File: config.mk
export PLATFORM = sky130hd
export DESIGN_NAME = clause_vote_summer
export DESIGN_NICKNAME = d
export VERILOG_FILES = /design/src/rtl/tm_pkg.sv /design/src/rtl/clause_vote_popcount.sv /design/src/rtl/clause_vote_summer.sv
export SDC_FILE = /design/constraint.sdc
export NUM_CORES = 1
export LEC_CHECK = 0
export CAP_MARGIN = 10
export CORE_ASPECT_RATIO = 2
export CORE_MARGIN = 10
export CORE_UTILIZATION = 45
export CTS_CLUSTER_DIAMETER = 30
export CTS_CLUSTER_SIZE = 30
export DETAILED_ROUTE_END_ITERATION = 12
export PLACE_DENSITY = 0.77
export SETUP_SLACK_MARGIN = 0.15
export SLEW_MARGIN = 20
export SYNTH_ARGS = -nofsm -noshare
export SYNTH_HDL_FRONTEND = slang
export SYNTH_HIERARCHICAL = 1
export SYNTH_SLANG_ARGS = --single-unit
File: constraint.sdc
create_clock -name clk -period 12.55 [get_ports clk]
set_clock_uncertainty 0.15 [all_clocks]
set_input_delay 1.255 -clock clk [delete_from_list [all_inputs] [get_ports clk]]
set_output_delay 1.255 -clock clk [all_outputs]
set_load 0.005 [all_outputs]
File: src/rtl/tm_pkg.sv
// Shared constants, state encoding and helpers for the clause vote datapath.
// Clause bank geometry, vote masks and sum/clamp parameters live here so the
// summer and the feedback logic agree on them.
package tm_pkg;

  localparam int CLAUSE_CHUNKS    = 63;
  localparam int REG_WIDTH        = 32;
  localparam int NUM_CLASSES      = 3;
  localparam int CHUNKS_PER_CLASS = 21;
  localparam int SUM_WIDTH        = 12;
  localparam int VOTE_T           = 100;

  localparam int ADDR_W  = 6;
  localparam int CLASS_W = 2;
  localparam int VOTE_W  = 6;
  localparam int IN_W    = $clog2(CHUNKS_PER_CLASS);

  // Even bit positions carry positive clauses, odd positions negative ones.
  localparam logic [31:0] POS_MASK = 32'h5555_5555;
  localparam logic [31:0] NEG_MASK = 32'hAAAA_AAAA;

  typedef enum logic [2:0] {
    IDLE   = 3'd0,
    READ   = 3'd1,
    DRAIN  = 3'd2,
    ARGMAX = 3'd3,
    DONE   = 3'd4
  } state_e;

  // Saturate a class sum to [-VOTE_T, +VOTE_T].
  function automatic logic signed [SUM_WIDTH-1:0] clamp_sum(
    input logic signed [SUM_WIDTH-1:0] s
  );
    logic signed [SUM_WIDTH-1:0] hi;
    logic signed [SUM_WIDTH-1:0] lo;
    hi = SUM_WIDTH'(VOTE_T);
    lo = -hi;
    if (s > hi) return hi;
    if (s < lo) return lo;
    return s;
  endfunction

endpackage

File: src/rtl/clause_vote_popcount.sv
// Combinational vote of one clause chunk: number of firing positive clauses
// minus number of firing negative clauses, as a signed value in -16..+16.
module clause_vote_popcount
  import tm_pkg::*;
(
  input  logic [REG_WIDTH-1:0]     word_i,
  output logic signed [VOTE_W-1:0] vote_o
);

  logic [REG_WIDTH-1:0] pos_bits;
  logic [REG_WIDTH-1:0] neg_bits;
  logic [VOTE_W-1:0]    pos_cnt;
  logic [VOTE_W-1:0]    neg_cnt;

  assign pos_bits = word_i & POS_MASK[REG_WIDTH-1:0];
  assign neg_bits = word_i & NEG_MASK[REG_WIDTH-1:0];

  // Count set bits in each polarity; counts never exceed REG_WIDTH/2.
  always_comb begin
    pos_cnt = '0;
    neg_cnt = '0;
    for (int b = 0; b < REG_WIDTH; b++) begin
      pos_cnt = pos_cnt + VOTE_W'(pos_bits[b]);
      neg_cnt = neg_cnt + VOTE_W'(neg_bits[b]);
    end
  end

  // Both counts fit in 0..16, so the 6-bit difference is a valid signed vote.
  assign vote_o = signed'(pos_cnt - neg_cnt);

endmodule

File: src/rtl/clause_vote_summer.sv
// Sweeps the clause output bank, accumulates one signed vote sum per class
// and picks the predicted class by argmax (ties go to the lowest index).
// Optional macro VOTE_CLAMP_EN: saturate each sum to [-VOTE_T, +VOTE_T]
// before argmax and output; when undefined the raw sums are used.
module clause_vote_summer
  import tm_pkg::*;
(
  input  logic                             clk,
  input  logic                             rst_flag_n,
  input  logic                             start,
  output logic                             read_mode,
  output logic [ADDR_W-1:0]                read_addr,
  input  logic [REG_WIDTH-1:0]             output_clause,
  output logic                             busy,
  output logic                             done,
  output logic [NUM_CLASSES*SUM_WIDTH-1:0] class_sums,
  output logic [CLASS_W-1:0]               pred_class
);

  // Selector space is a power of two so argmax indexing never leaves the array.
  localparam int SEL_N = 1 << CLASS_W;

  state_e state_q, state_d;

  logic                             read_mode_q, read_mode_d;
  logic [ADDR_W-1:0]                read_addr_q, read_addr_d;
  logic                             busy_q, busy_d;
  logic                             done_q, done_d;
  logic                             rd_valid_q;
  logic [IN_W-1:0]                  in_cls_q, in_cls_d;
  logic [CLASS_W-1:0]               cls_q, cls_d;
  logic [CLASS_W-1:0]               arg_idx_q, arg_idx_d;
  logic [CLASS_W-1:0]               best_idx_q, best_idx_d;
  logic signed [SUM_WIDTH-1:0]      best_val_q, best_val_d;
  logic [CLASS_W-1:0]               pred_q, pred_d;
  logic [NUM_CLASSES*SUM_WIDTH-1:0] sums_out_q, sums_out_d;
  logic                             clear_acc;

  logic signed [VOTE_W-1:0]    vote;
  logic signed [SUM_WIDTH-1:0] vote_ext;
  logic signed [SUM_WIDTH-1:0] csum [SEL_N];
  logic signed [SUM_WIDTH-1:0] csum_sel;

  clause_vote_popcount u_popcount (
    .word_i (output_clause),
    .vote_o (vote)
  );

  assign vote_ext = {{(SUM_WIDTH-VOTE_W){vote[VOTE_W-1]}}, vote};

  genvar gi;
  generate
    for (gi = 0; gi < SEL_N; gi++) begin : g_cls
      if (gi < NUM_CLASSES) begin : g_acc
        logic signed [SUM_WIDTH-1:0] acc_q, acc_d;

        // Add the returning chunk's vote when it belongs to this class.
        always_comb begin
          acc_d = acc_q;
          if (clear_acc) begin
            acc_d = '0;
          end else if (rd_valid_q && (cls_q == CLASS_W'(gi))) begin
            acc_d = acc_q + vote_ext;
          end
        end

        // Class accumulator register.
        always_ff @(posedge clk) begin
          if (!rst_flag_n) acc_q <= '0;
          else             acc_q <= acc_d;
        end

`ifdef VOTE_CLAMP_EN
        assign csum[gi] = clamp_sum(acc_q);
`else
        assign csum[gi] = acc_q;
`endif
      end else begin : g_pad
        assign csum[gi] = '0;
      end
    end
  endgenerate

  assign csum_sel = csum[arg_idx_q];

  // Next-state and output logic of the sweep controller.
  always_comb begin
    state_d     = state_q;
    read_mode_d = read_mode_q;
    read_addr_d = read_addr_q;
    busy_d      = busy_q;
    done_d      = 1'b0;
    in_cls_d    = in_cls_q;
    cls_d       = cls_q;
    arg_idx_d   = arg_idx_q;
    best_idx_d  = best_idx_q;
    best_val_d  = best_val_q;
    pred_d      = pred_q;
    sums_out_d  = sums_out_q;
    clear_acc   = 1'b0;

    // The class of the returning chunk follows the data, one step behind the
    // address: a chunk-in-class counter that rolls the class counter over.
    if (rd_valid_q) begin
      if (in_cls_q == IN_W'(CHUNKS_PER_CLASS-1)) begin
        in_cls_d = '0;
        cls_d    = cls_q + 1'b1;
      end else begin
        in_cls_d = in_cls_q + 1'b1;
      end
    end

    case (state_q)
      IDLE: begin
        // The done cycle is already IDLE; a start there is deliberately dropped.
        if (start && !done_q) begin
          state_d     = READ;
          clear_acc   = 1'b1;
          busy_d      = 1'b1;
          read_addr_d = '0;
          read_mode_d = 1'b1;
          in_cls_d    = '0;
          cls_d       = '0;
        end
      end
      READ: begin
        if (read_addr_q == ADDR_W'(CLAUSE_CHUNKS-1)) begin
          state_d     = DRAIN;
          read_mode_d = 1'b0;
        end else begin
          read_addr_d = read_addr_q + 1'b1;
        end
      end
      DRAIN: begin
        state_d   = ARGMAX;
        arg_idx_d = '0;
      end
      ARGMAX: begin
        if ((arg_idx_q == '0) || (csum_sel > best_val_q)) begin
          best_val_d = csum_sel;
          best_idx_d = arg_idx_q;
        end
        if (arg_idx_q == CLASS_W'(NUM_CLASSES-1)) begin
          state_d = DONE;
        end else begin
          arg_idx_d = arg_idx_q + 1'b1;
        end
      end
      DONE: begin
        state_d = IDLE;
        done_d  = 1'b1;
        busy_d  = 1'b0;
        pred_d  = best_idx_q;
        for (int k = 0; k < NUM_CLASSES; k++) begin
          sums_out_d[k*SUM_WIDTH +: SUM_WIDTH] = csum[k];
        end
      end
      default: begin
        state_d = IDLE;
      end
    endcase
  end

  // Controller and result registers; reset aborts any sweep in progress.
  always_ff @(posedge clk) begin
    if (!rst_flag_n) begin
      state_q     <= IDLE;
      read_mode_q <= 1'b0;
      read_addr_q <= '0;
      busy_q      <= 1'b0;
      done_q      <= 1'b0;
      rd_valid_q  <= 1'b0;
      in_cls_q    <= '0;
      cls_q       <= '0;
      arg_idx_q   <= '0;
      best_idx_q  <= '0;
      best_val_q  <= '0;
      pred_q      <= '0;
      sums_out_q  <= '0;
    end else begin
      state_q     <= state_d;
      read_mode_q <= read_mode_d;
      read_addr_q <= read_addr_d;
      busy_q      <= busy_d;
      done_q      <= done_d;
      rd_valid_q  <= read_mode_q;
      in_cls_q    <= in_cls_d;
      cls_q       <= cls_d;
      arg_idx_q   <= arg_idx_d;
      best_idx_q  <= best_idx_d;
      best_val_q  <= best_val_d;
      pred_q      <= pred_d;
      sums_out_q  <= sums_out_d;
    end
  end

  assign read_mode  = read_mode_q;
  assign read_addr  = read_addr_q;
  assign busy       = busy_q;
  assign done       = done_q;
  assign class_sums = sums_out_q;
  assign pred_class = pred_q;

endmodule
==> metrics.cfg, run 1 <==
[run_status]
status=finished clean

[layout]
drive_gt1_frac=0.03700
finish.instance_area_um2=8270
post_layout_nonfiller_instances=1117
n_fill_cell=1416
multi_input_area_um2=4362
final_common_cell=nand2_1
final_cell_mix=153 x nand2_1, 110 x dfxtp_1, 83 x inv_1
nets=1040
syn_to_final_growth_pct=17.85
register_area_um2=2202
insertedDiodeCount=0

[setup_path]
cpMostUsedCell=fa_1
reg2reg_from=arg_idx_q[1]
end_kind=flip-flop
crit-reg2reg-capture=best_val_q[6]
critPathMaxStageDelay_ns=0.65
critPathLaunch=output_clause[3]
cp_cell_sequence=clkdlybuf4s50_1 -> fa_1 -> inv_1 -> fa_1 -> fa_1 -> fa_1 -> fa_1 -> inv_1 -> fa_1 -> inv_1 -> ha_1 -> inv_1 -> fa_1 -> inv_1 -> a21o_1 -> a21oi_2 -> buf_4 -> ha_1 -> a21o_1 -> a31oi_1 -> nor4b_1 -> nor3b_1 -> a2111oi_1 -> nand2_1
cp-start-kind=input port
reg2reg_setup_slack_ns=8.53
crit_arrival_ns=7.89
crit_slowest_cell=nor4b_1
cp_max_fo=25
required_ns=12.64
reg2reg_depth=13
crit_type=input port to flip-flop

[clock_network]
hold_buffers=0
post-cts-setup-buffer-count=0
cts_buffers=9
h-tree-depth=3
cts_buffer_depth=2
cts_tree=yes
clk-insertion-delay-late_ns=0.37
clk_pin_slew_ns=0.07
clock_sinks=110
cts_resized=0
root_buffer=clkbuf_16

[global_route]
grt_pass1_vias=6285
grt_use_met2=0.3318
gr-usage-met3=0.02026
grt_pass1_wl_um=29230
grt_usage=0.1701
grt_util_met1=0.1555
antenna_found_initial=0
grt_max_degree=55
grt_busiest_layer=met2
grt-ovfl-total=0

[power_and_ir_drop]
peakVddDrop_mv=0.1786
powerDensity_nw_per_um2=243.9
p_leak_nw=3.350
p_total_mw=2.017

[die]
dieHeight_um=196.6
num_rows=64
num_io_pins=82
initial_core_util=0.4589
die_area_um2=21290
die_w_um=108.3
core_area_um2=15290

[logic_synthesis]
postSynthAreaPerCell_um2=8.247
synth_ff_type=dfxtp_1
syn_inst=851
ys_types=60
async_flop_share=0
yosys_warnings=6
syn_nets=977
synth_edf_count=0
yosysSeqAreaShare=0.3138
netlist_area_um2=7018
ys_ff_latch=110

[place]
dp_hpwl_um=13650
place_inst=1100
gp_congestion=0.9169
placed_area_um2=7971
io_buffer_count=81

[timing]
setup_tns_ns=0
setup_viol=0
hold_viol_final=0
maxSlewViolCount=0
relSlewSlack=0.4532
period_share=0.6215
timing.fmax_mhz=128.2
worst_pin_slew_ns=0.8191
hold_ws_ns=0.3108
rsz0062_at_grt=false
min_period_ns=7.799

[min_path]
holdCritStartpoint=class_sums[3]
hold_class=flip-flop to flip-flop
whs_endpoint=class_sums[3]
whs_path_depth=2

[routing]
post_drt_wl_per_cell_um=15.70
drt-vias-per-instance=5.453
ant_nets=0
remaining_drc_errors=0
vias=6091
drtIter0Drc=316
drt_pass1_iterations=5
wl_um=17540

[run]
maxCapViolCount=0

per-layer routing:
metal / vias up / share of wire
met4: 0 / 0.048
li1: 2992 / -
met1: 2919 / 0.35
met5: - / 0
met3: 48 / 0.032
met2: 132 / 0.57
layout make-up:
type | count | share of cell area
Multi-Input combinational cell | 623 | 0.5274
Sequential cell | 110 | 0.2663
Timing Repair Buffer | 87 | 0.1039
Inverter | 83 | 0.03767
Clock buffer | 12 | 0.03101
Tap cell | 198 | 0.02995
Clock inverter | 4 | 0.003782
worst max-delay path: cells and delay by family:
family	cells	cell delay [ns]
simple gates	3	0.88
compound gates	5	0.80
buf+inv	7	0.97
fa+ha+maj	9	3.97
cell families after synthesis:
kind of cell	share of synthesized area
AO/OA/AOI/OAI	0.1815
XOR/XNOR	0.03370
adder cells (fa/ha/maj)	0.1922
buffers and inverters	0.06525
flip-flops	0.3138
multiplexers	0.02603
AND/OR/NAND/NOR	0.1876
through the flow:
stage,utilization,worst slack (ns)
6_report,0.5407,4.751
5_1_grt,0.5407,4.447
4_1_cts,0.5400,4.740
3_5_place_dp,0.5212,4.343
3_3_place_gp,0.5212,4.684
2_1_floorplan,-,4.475
worst max-delay path by stage:
stage                                     endpoint  slack [ns]  cells past startpoint
after global routing      g_cls[1].g_acc.acc_q[11]        4.45                     24
final                     g_cls[1].g_acc.acc_q[11]        4.75                     24
after floorplan           g_cls[1].g_acc.acc_q[11]        4.47                     23
after detailed placement  g_cls[1].g_acc.acc_q[11]        4.34                     24
after CTS                 g_cls[1].g_acc.acc_q[11]        4.74                     24
after global placement    g_cls[1].g_acc.acc_q[11]        4.68                     25
power breakdown:
group / internal, mW / total [mW] / switching (mW)
combinational: 0.554 / 1.37 / 0.813
sequential: 0.358 / 0.373 / 0.0149
clock: 0.146 / 0.278 / 0.132
flip-flops by register name, indices dropped and copies added, names as in the netlist, 2 cells and up:
| signal | count |
|---|---|
| arg_idx_q | 2 |
| best_idx_q | 2 |
| best_val_q | 12 |
| class_sums | 36 |
| cls_q | 2 |
| g_cls.g_acc.acc_q | 36 |
| in_cls_q | 5 |
| pred_class | 2 |
| read_addr | 6 |
| state_q | 3 |
cells in the mapped netlist, types with 14 or more instances:
library cell,number,area [um2]
a211oi_1,17,127.6
a21boi_0,40,300.3
a21o_1,18,135.1
a21oi_1,46,230.2
clkbuf_1,25,93.84
dfxtp_1,110,2202
fa_1,28,560.5
ha_1,63,788.3
inv_1,83,311.6
mux2i_1,16,160.2
nand2_1,153,574.3
nand3_1,21,105.1
nor2_1,61,229.0
o21ai_0,31,155.2
xor2_1,14,122.6
(Power assumes the default switching activity.)
==> run 2, diff against run 1 <==
PLACE_DENSITY = 0.8   (was 0.77)
clock period = 7.05 ns   (was 12.55 ns; I/O delays follow)
==> run 2 against run 1 <==
Worst hold slack about the same. Worst setup slack worse by 4.4 ns. First-iteration DRC count rose by 10%. Non-clock buffer count increased by 40. Combinational power grew to 2.5 times the previous value. Die area did not move. Flip-flop and latch count did not move. Routed wire length increased by 6.5%. Cell count up 3.6%. Via count grew 1.9%. Clock-buffer cell count fell by 3. Sequential share of layout area down 1.9 points.
==> metrics.cfg, run 2 (same netlist as run 1, synthesis figures left out) <==
[setup_path]
reg2reg_setup_slack_ns=2.93
required_ns=7.16
cpMostUsedCell=inv_2
cp_max_fo=6
crit_arrival_ns=6.86
end_kind=flip-flop
crit_type=input port to flip-flop
crit_slowest_cell=fa_1
critPathMaxStageDelay_ns=0.56
cp-start-kind=input port

[routing]
wl_um=18680
post_drt_wl_per_cell_um=16.15
drt-vias-per-instance=5.366
drt_pass1_iterations=4
remaining_drc_errors=0
vias=6209
drtIter0Drc=349
ant_nets=0

[global_route]
antenna_found_initial=0
grt-ovfl-total=0
grt_max_degree=55
grt_pass1_wl_um=30130
grt_usage=0.1761
grt_pass1_vias=6518

[die]
dieHeight_um=196.6
num_rows=64
die_w_um=108.3
num_io_pins=82
core_area_um2=15290
die_area_um2=21290
initial_core_util=0.4589

[place]
gp_congestion=0.9682
place_inst=1136
pre_cts_ws_ns=-0.2335
dp_hpwl_um=14520
io_buffer_count=81

[layout]
final_common_cell=nand2_1
nets=1080
insertedDiodeCount=0
fin_util=0.5830
drive_gt1_frac=0.1345
final_cell_mix=150 x nand2_1, 110 x dfxtp_1, 79 x clkdlybuf4s50_1
post_layout_nonfiller_instances=1157
syn_to_final_growth_pct=27.05

[clock_network]
cts_buffer_depth=2
cts_tree=yes
hold_buffers=0
h-tree-depth=3
clock_sinks=110
clk_pin_slew_ns=0.07
root_buffer=clkbuf_16
clk-insertion-delay-late_ns=0.36
cts_buffers=9

[timing]
setup_viol=0
relSlewSlack=0.4194
timing.fmax_mhz=148.2
rsz0062_at_grt=false
hold_viol_final=0
setup_ws_ns=0.3032
min_period_ns=6.747
maxSlewViolCount=0
setup_tns_ns=0
period_share=0.9570
worst_pin_slew_ns=0.8697

[min_path]
hold_class=flip-flop to flip-flop

[power_and_ir_drop]
p_total_mw=4.631
powerDensity_nw_per_um2=519.3
p_leak_nw=3.590
peakVddDrop_mv=0.4170

[run_status]
status=finished clean

[run]
maxCapViolCount=0

run 2: routing by layer:
metal	track usage	routed length, um	vias up
met5	0	0	-
met3	0.02124	533	59
li1	-	-	3076
met4	0.1262	1131	0
met1	0.1608	6318	2943
met2	0.3387	10700	131
run 2: path summary, 6_finish.rpt:
kind	startpoint	end	cells past startpoint
setup / recovery	output_clause[18]	g_cls[0].g_acc.acc_q[11]	30
hold / removal	class_sums[2]	class_sums[2]	2
setup reg to reg	arg_idx_q[1]	best_val_q[1]	13
hold reg to reg	class_sums[2]	class_sums[2]	2
run 2: stage by stage:
step	cell area, um2	hold slack (ns)
floorplan	7029	0.2868
global placement	8262	0.2927
detailed placement	8262	0.3062
CTS	8543	0.3162
global route	8916	0.3276
finish	8916	0.3109
run 2: final cells by class:
class / count / area, um2
Fill cell: 1330 / 6379
Tap cell: 198 / 247.7
Clock buffer: 9 / 225.2
Sequential cell: 110 / 2202
Clock inverter: 7 / 56.30
Inverter: 83 / 311.5
Timing Repair Buffer: 127 / 1214
Multi-Input combinational cell: 623 / 4659
run 2: worst max-delay path, delay by kind of cell:
kind	cells	cell delay [ns]
adder cells (fa/ha/maj)	9	3.58
XOR/XNOR	1	0.20
buffers and inverters	12	1.29
AO/OA/AOI/OAI	8	1.10
run 2: where the power goes:
group / switching, mW / leakage [nW] / internal (mW)
logic: 1.82 / 2.57 / 1.66
registers: 0.0274 / 0.887 / 0.637
clock network: 0.248 / 0.130 / 0.244
total: 2.09 / 3.59 / 2.54
run 2: repair_timing:
item,4_1_cts,5_1_grt
gates resized for setup,0,72
setup endpoints to repair,0,13
buffers inserted,0,4
==> run 3, diff against run 2 <==
CORE_UTILIZATION = 52   (was 45)
PLACE_DENSITY = 0.89   (was 0.8)
==> run 3 against run 2 <==
Worst setup slack got worse by 0.060 ns. Flip-flop and latch count unchanged. Register-to-register slack got worse by 0.43 ns. Critical endpoint unchanged. Die area is 12% lower. Highest routed layer unchanged.
==> metrics.cfg, run 3 (same netlist as run 1, synthesis figures left out) <==
[run_status]
status=finished clean

[timing]
maxSlewViolCount=0
min_period_ns=6.807
timing.fmax_mhz=146.9
relSlewSlack=0.2637
rsz0062_at_grt=false
hold_viol_final=0
worst_pin_slew_ns=1.102
setup_viol=0
period_share=0.9655

[die]
core_area_um2=13360
die_w_um=102.1
initial_core_util=0.5252
num_rows=60
num_io_pins=82
die_area_um2=18820
dieHeight_um=184.3

[routing]
vias=6767
remaining_drc_errors=0
ant_nets=0
post_drt_wl_per_cell_um=19.05
wl_um=21220
drt-vias-per-instance=6.075
drt_pass1_iterations=7
drtIter0Drc=651

[setup_path]
critPathBufInv=12
cpMostUsedCell=inv_2
critPathMaxStageDelay_ns=0.55
cp_max_fo=6
required_ns=7.17
crit_type=input port to flip-flop
critPathTopFamily=adder cells
reg2reg_setup_slack_ns=2.50
cp-start-kind=input port
crit-reg2reg-capture=best_val_q[7]
crit_arrival_ns=6.92
end_kind=flip-flop
reg2reg_from=arg_idx_q[0]
crit_slowest_cell=fa_1
reg2reg_depth=11

[layout]
insertedDiodeCount=0
final_cell_mix=153 x nand2_1, 110 x dfxtp_1, 81 x clkdlybuf4s50_1
nets=1080
finish.instance_area_um2=8937
n_fill_cell=987
drive_gt1_frac=0.1324
final_common_cell=nand2_1
syn_to_final_growth_pct=27.35

[place]
io_buffer_count=81
dp_hpwl_um=14360
placed_area_um2=8180
gp_congestion=0.9637

[clock_network]
cts_tree=yes
clk-insertion-delay-late_ns=0.37
clk_pin_slew_ns=0.08
clock_sinks=110
h-tree-depth=3
cts_buffers=9
cts_buffer_depth=2
root_buffer=clkbuf_16

[min_path]
hold_class=flip-flop to flip-flop
holdCritStartpoint=class_sums[2]
whs_endpoint=class_sums[2]
whs_path_depth=2

[global_route]
grt_pass1_vias=6642
grt_max_degree=55
grt-ovfl-total=0
grt_usage=0.2003
antenna_found_initial=0
grt_pass1_wl_um=30150

[power_and_ir_drop]
p_switching_mw=2.310
p_leak_nw=3.575
p_seq_frac=0.134
p_total_mw=5.000
clockPowerShare=0.109
switching_share=0.4621
powerDensity_nw_per_um2=559.4
peakVddDrop_mv=0.4869
combPwrFrac=0.758
intPower_mw=2.689

[run]
maxCapViolCount=0

==> run 3: cell types whose count changed in the layout (fill, tap and decap cells not counted), sizes merged <==
| cell | change |
|---|---|
| clkdlybuf4s50 | +2 |
| dlymetal6s2s | -2 |
| bufinv | +1 |
| clkbuf | +1 |
| clkinv | -1 |
| clkinvlp | -1 |
==> run 3: per-layer routing <==
| metal | global-route usage | wire length, um |
|---|---|---|
| met1 | 0.1803 | 6814 |
| met2 | 0.3850 | 11340 |
| met3 | 0.02851 | 1322 |
| met4 | 0.1425 | 1739 |
| met5 | 0 | 0 |
==> run 3: worst max-delay path by stage <==
stage / slack, ns / start / end / depth (start not counted)
after CTS: 0.18 / output_clause[3] / g_cls[1].g_acc.acc_q[11] / 24
after detailed placement: -0.34 / output_clause[3] / g_cls[1].g_acc.acc_q[11] / 22
after global routing: 0.01 / output_clause[1] / g_cls[0].g_acc.acc_q[11] / 29
after global placement: -0.10 / output_clause[3] / g_cls[1].g_acc.acc_q[11] / 24
final: 0.24 / output_clause[26] / g_cls[0].g_acc.acc_q[11] / 30
after floorplan: 0.24 / output_clause[3] / g_cls[1].g_acc.acc_q[11] / 23
==> run 3: worst min-delay path: stages (launching register included) <==
cell	delay (ns)
dfxtp_1	0.31
nand2_1	0.04
a21boi_0	0.06
==> run 3: stage by stage <==
| stage | setup TNS (ns) | std cells | setup slack, ns | util | hold slack [ns] |
|---|---|---|---|---|---|
| floorplan | 0 | 851 | 0.2376 | - | 0.2868 |
| global placement | -0.2249 | 1091 | -0.1014 | 0.6122 | 0.2934 |
| detailed placement | -1.337 | 1091 | -0.3441 | 0.6122 | 0.3031 |
| CTS | 0 | 1108 | 0.1812 | 0.6368 | 0.3129 |
| global route | 0 | 1114 | 0.01449 | 0.6688 | 0.3357 |
| finish | 0 | 1114 | 0.2435 | 0.6688 | 0.3106 |
==> run 3: timing repair <==
item | in CTS | in global routing
hold endpoints to repair | 0 | 0
setup buffers | 1 | 6
setup endpoints to repair | 1 | 15
hold buffers | 0 | 0
gates resized for setup | 1 | 75
gates cloned | 0 | 0
pin swaps | 1 | 39
==> run 3: layout make-up <==
| class | instances | area [um2] | share of cell area |
|---|---|---|---|
| clock buffers | 10 | 239.0 | 0.02674 |
| well taps | 155 | 193.9 | 0.02170 |
| multi-input cells | 623 | 4715 | 0.5275 |
| repair buffers | 127 | 1200 | 0.1343 |
| inverters | 83 | 311.5 | 0.03486 |
| flip-flops and latches | 110 | 2202 | 0.2464 |
| clock inverters | 6 | 76.32 | 0.008540 |
==> run 3: power groups by stage <==
stage	clock network, mW	logic (mW)	registers [mW]
3_5_place_dp	0	2.93	0.676
2_1_floorplan	0	1.92	0.664
4_1_cts	0.542	2.96	0.661
6_report	0.544	3.79	0.668
5_1_grt	0.564	4.06	0.668
3_3_place_gp	0	2.77	0.675
